**config.mk**
```make
export PLATFORM = sky130hd
export DESIGN_NAME = botones_entrada
export DESIGN_NICKNAME = d
export VERILOG_FILES = /design/src/rtl/botones_entrada.sv
export SDC_FILE = /design/constraint.sdc
export NUM_CORES = 1
export LEC_CHECK = 0
export BUFFER_PORTS_ARGS = -buffer_cell sky130_fd_sc_hd__buf_4
export CAP_MARGIN = 30
export CORE_UTILIZATION = 50
export DETAILED_ROUTE_END_ITERATION = 16
export HOLD_SLACK_MARGIN = 0.1
export PLACE_DENSITY_LB_ADDON = 0.25
export SYNTH_ARGS = -nofsm -noshare
export SYNTH_HDL_FRONTEND = slang
export SYNTH_SLANG_ARGS = --single-unit
```
**constraint.sdc**
```tcl
create_clock -name clk -period 2.4 [get_ports clk]
set_input_delay 0.12 -clock clk [delete_from_list [all_inputs] [get_ports clk]]
set_output_delay 0.12 -clock clk [all_outputs]
set_load 0.02 [all_outputs]
```
**src/rtl/botones_entrada.sv**
```systemverilog
// Input conditioner for the two active-low board pushbuttons: synchronize, debounce,
// detect presses and, on the mover channel, generate hold-to-repeat strobes.
module botones_entrada #(
    parameter int DEBOUNCE_CYCLES = 500000,
    parameter int REPEAT_DELAY    = 25000000,
    parameter int REPEAT_PERIOD   = 10000000
) (
    input  logic       clk,
    input  logic       rst,
    input  logic       btn_mover_n,
    input  logic       btn_colocar_n,
    output logic       mover,
    output logic       colocar,
    output logic [1:0] estado
);

    localparam int DB_W    = (DEBOUNCE_CYCLES < 1) ? 1 : $clog2(DEBOUNCE_CYCLES + 1);
    localparam int RPT_MAX = (REPEAT_DELAY > REPEAT_PERIOD) ? REPEAT_DELAY : REPEAT_PERIOD;
    localparam int RPT_W   = (RPT_MAX < 1) ? 1 : $clog2(RPT_MAX + 1);

    typedef enum logic [1:0] {
        IDLE = 2'd0,
        WAIT = 2'd1,
        RPT  = 2'd2
    } state_t;

    // Channel index 1 = mover, 0 = colocar; all levels active-low until estado.
    logic [1:0]      raw;
    logic [1:0]      sync_p0;
    logic [1:0]      sync_p1;
    logic [1:0]      stable;
    logic [DB_W-1:0] db_cnt [2];
    logic [1:0]      differ;
    logic [1:0]      flip;
    logic [1:0]      press_flip;
    logic [1:0]      release_flip;

    state_t          state;
    logic [RPT_W-1:0] rpt_cnt;

    assign raw          = {btn_mover_n, btn_colocar_n};
    assign differ       = sync_p1 ^ stable;
    assign press_flip   = flip & stable;
    assign release_flip = flip & ~stable;
    assign estado       = ~stable;

    // Flip only after the new level has been seen for the full filter window.
    always_comb begin
        flip = '0;
        for (int i = 0; i < 2; i++) begin
            flip[i] = differ[i] && (db_cnt[i] == DB_W'(DEBOUNCE_CYCLES));
        end
    end

    // Synchronizer and debounce stages
    always_ff @(posedge clk or negedge rst) begin
        if (!rst) begin
            sync_p0 <= 2'b11;
            sync_p1 <= 2'b11;
            stable  <= 2'b11;
            colocar <= 1'b0;
            for (int i = 0; i < 2; i++) begin
                db_cnt[i] <= '0;
            end
        end else begin
            sync_p0 <= raw;
            sync_p1 <= sync_p0;
            colocar <= press_flip[0];
            for (int i = 0; i < 2; i++) begin
                if (!differ[i]) begin
                    db_cnt[i] <= '0;
                end else if (flip[i]) begin
                    stable[i] <= ~stable[i];
                    db_cnt[i] <= '0;
                end else begin
                    db_cnt[i] <= db_cnt[i] + DB_W'(1);
                end
            end
        end
    end

    // Repeat FSM: expiry is detected at count 1 so pulses land exactly N cycles apart.
    always_ff @(posedge clk or negedge rst) begin
        if (!rst) begin
            state   <= IDLE;
            rpt_cnt <= '0;
            mover   <= 1'b0;
        end else begin
            mover <= press_flip[1];
            case (state)
                IDLE: begin
                    if (press_flip[1] && (REPEAT_DELAY > 0)) begin
                        state   <= WAIT;
                        rpt_cnt <= RPT_W'(REPEAT_DELAY);
                    end
                end
                WAIT, RPT: begin
                    if (release_flip[1]) begin
                        state   <= IDLE;
                        rpt_cnt <= '0;
                    end else if (rpt_cnt <= RPT_W'(1)) begin
                        mover   <= 1'b1;
                        state   <= RPT;
                        rpt_cnt <= RPT_W'(REPEAT_PERIOD);
                    end else begin
                        rpt_cnt <= rpt_cnt - RPT_W'(1);
                    end
                end
                default: begin
                    state   <= IDLE;
                    rpt_cnt <= '0;
                end
            endcase
        end
    end

endmodule

```
==> metrics <==
nets@finish=approximately 480; synth unique cells=53; slowest CP cell=or4_4; DRC violation count after routing=0; Chip Height=90.7 um; Crit. End Element=register; I/O Pins=8; Worst Setup Start Kind=register; Post-synth EDFFs=0; Die W=slightly above 90 um; Yosys top cell area share=a little over two fifths; worst-margin pin slew=0.921 ns; global-route wire length before repair=approximately 15 mm; Lkg Pwr=between 0.002 and 0.0025 uW; Filler Cells Inserted=slightly above 600; port buffer count=7; placed inst area=~4300 um2; f_max=0.423 GHz; P&R area growth vs syn=19.8%; vias per cell=around 6; Worst Hold Class=register to register; initial antenna violation count=0; Root Buffer=clkbuf_8; final setup skew=around 0.0076 ns; Clock Tree Buf Depth=2; Clock Latency Late Sink=around 0.34 ns; row cnt=31; worst reg-to-reg setup slack=~0.033 ns; Synth Net Count=around 430; sequential-to-total area share from yosys stat=~47%; HPWL Detailed=between 5 and 6 mm; Iter 0 DRT Violations=approximately 200; Worst Path Required=2.68 ns; worst path cell trace=or4_4 > nor4_4 > and3_4 > o211ai_4 > buf_6 > or3_1 > nand3_1; die area=approximately 8000 um2; Hold WS=between 0.3 and 0.4 ns; final hold viol count=0; overall power=~2300 uW; placer congestion estimate=around 0.9; async set-or-reset flop fraction in the synthesized netlist=100%; outcome=finished clean; largest net degree at the start of global routing=74; final setup fails=0; Routed Antenna Nets=0; WP data arrival=about 2.7 ns; # diodes=0; total routed wirelength=slightly above 9 mm; Layout Cell Area excl Fill=about 4700 um2; Mapped Cells=~420; maximum vdd drop=about 0.35 mV; DR pass1 iterations=5; Tcrit/Tclk final=98.6%; post-layout util=between 60% and 70%; PwrDens=about 480 nW/um2; Final Slew Violations=0; CTS H-tree lvls=3; Setup Crit Path Kind=register to register; TritonCTS clock tree=done; share of cells above drive strength 1=a little over a fifth; Mapped Avg Cell Area=9.42 um2; CTS clk-pin slew, worst paths=about 0.070 ns; leading area contributor after synthesis=dfrtp_1; cts bufs inserted=9; CP max stage delay=0.54 ns; Post-synth top flop=dfrtp_1; core area=around 7400 um2; vias in the first global route=3,205; maxcap violations=0; crit path time final=2.37 ns; unrepaired setup endpoints after global routing=yes; Synth Warn #=0; grt ovf=0; DR vias=3,328; Yosys reg bits=73; CP Max Fanout=6; GRT Util Overall=roughly 23%; Starting Density=between 50% and 60%; Setup TNS=0 ns; Slew Limit Headroom=around two fifths; WL/cell=between 15 and 20 um; clk sinks=73; Cell Area, Synth=just under 4000 um2; dominant cells by area after synthesis=dfrtp_1 (43%), xor2_1 (5.8%), nor2_1 (5.0%), dfstp_2 (4.0%), nand3_1 (3.3%)
[timing repair]
item	CTS	global route
hold buffers	3	0
hold endpoints to repair	69	0
resized for setup	7	25
setup endpoints to repair	5	18
pin swaps	3	18
setup buffers	1	7
[final cells by class]
| cell class | instances | area (um2) | share of cell area (%) |
|---|---|---|---|
| tap | 99 | 124 | 2.63 |
| sequential | 73 | 1830 | 38.9 |
| clock inverter | 6 | 60.1 | 1.27 |
| timing repair buffer | 51 | 429 | 9.10 |
| inverter | 14 | 52.6 | 1.11 |
| clock buffer | 10 | 128 | 2.71 |
| multi-input combinational | 316 | 2090 | 44.3 |
[synthesized netlist by cell type, types with 2 or more instances]
cell       instances
nor4_4             2
o21ai_0           16
xor2_1            26
or4_1              4
a21o_1             6
nor2_1            52
buf_2              4
and4_1             4
nand3_1           26
nand4_1           16
nor2b_1            2
inv_1             14
nor3b_1            2
o211ai_1           7
ha_1               9
a21oi_1           11
nand2_1           33
nor3_1            21
or3_1              9
nand2b_1           3
dfstp_2            6
nor4b_1            3
a2111oi_0          2
nor4_1             6
dfrtp_1           67
xnor2_1           11
o2bb2ai_1          2
and3_1             8
o221ai_1           5
a211o_1            3
nand3b_1           2
or2_2              3
a31oi_1            2
clkbuf_1           9
o22ai_1            3
o311ai_0           2
[cell usage in the layout, fill, tap and decap left out, types with 4 or more instances in the layout]
cell and count:
or4_1 4, o21ai_0 14, buf_6 7, and3_1 7
buf_4 40, and4_1 4, nor2_1 51, inv_1 14
xor2_1 26, nand3_1 25, o221ai_1 5, or3_1 9
a21oi_1 9, nand2_1 32, dfstp_2 6, nor3_1 16
nor3_2 5, nand4_1 16, dfrtp_1 67, clkbuf_8 9
a21o_1 6, nor4_1 5, o211ai_1 7, xnor2_1 11
ha_1 9
[state kept, by name, indices dropped and copies added (netlist names)]
signal and count:
sync_p1 2, stable 2, rpt_cnt 25, mover 1
state 2, sync_p0 2, db_cnt 38, colocar 1
[routing by layer]
| layer | global-route usage [%] | up-vias | part of all wire (%) |
|---|---|---|---|
| met3 | 4.29 | 19 | 3.8 |
| met1 | 29.3 | 1623 | 44 |
| met4 | 9.41 | 0 | 2.0 |
| li1 | - | 1603 | - |
| met2 | 37.6 | 83 | 50 |
| met5 | 0 | - | 0 |
[stage by stage]
step / instances / setup slack (ns)
after floorplan: 418 / 0.0447
after global placement: 542 / 0.0175
after detailed placement: 542 / -0.0217
after CTS: 562 / 0.00969
after global routing: 569 / -0.0942
final: 569 / 0.0333
[cell families (layout without fill, tap and decap cells)]
group / count (synthesis) / count (layout) / share of synthesized area [%]
and+or+nand+nor: 203 / 203 / 27.6
DFF: 73 / 73 / 46.6
AOI/OAI and AO/OA: 66 / 66 / 11.3
xor gates and xnor gates: 37 / 37 / 8.23
buffers and inverters: 29 / 81 / 3.11
adders and majority gates: 9 / 9 / 2.86
muxes: 1 / 1 / 0.286
[power by group]
part | internal [uW] | total (uW) | switching (uW)
registers | 1240 | 1260 | 11.7
logic | 25.9 | 75.8 | 49.9
clock network | 475 | 929 | 455
[worst paths after layout]
check | depth (start not counted) | end | from
max | 7 | rpt_cnt[8] | db_cnt[9]
min | 0 | sync_p1[0] | sync_p0[0]
max reg2reg | 7 | rpt_cnt[8] | db_cnt[9]
min reg2reg | 0 | sync_p1[0] | sync_p0[0]
max in group asynchronous | 2 | rpt_cnt[7] | rst
min in group asynchronous | 2 | rpt_cnt[11] | rst
[critical path: cells and delay by family, from the launching register on]
family	cells	cell delay, ns
flops	1	0.38
compound gates	1	0.14
buf+inv	1	0.16
simple gates	5	1.62
Note: power is estimated with default switching activity, not from simulation.
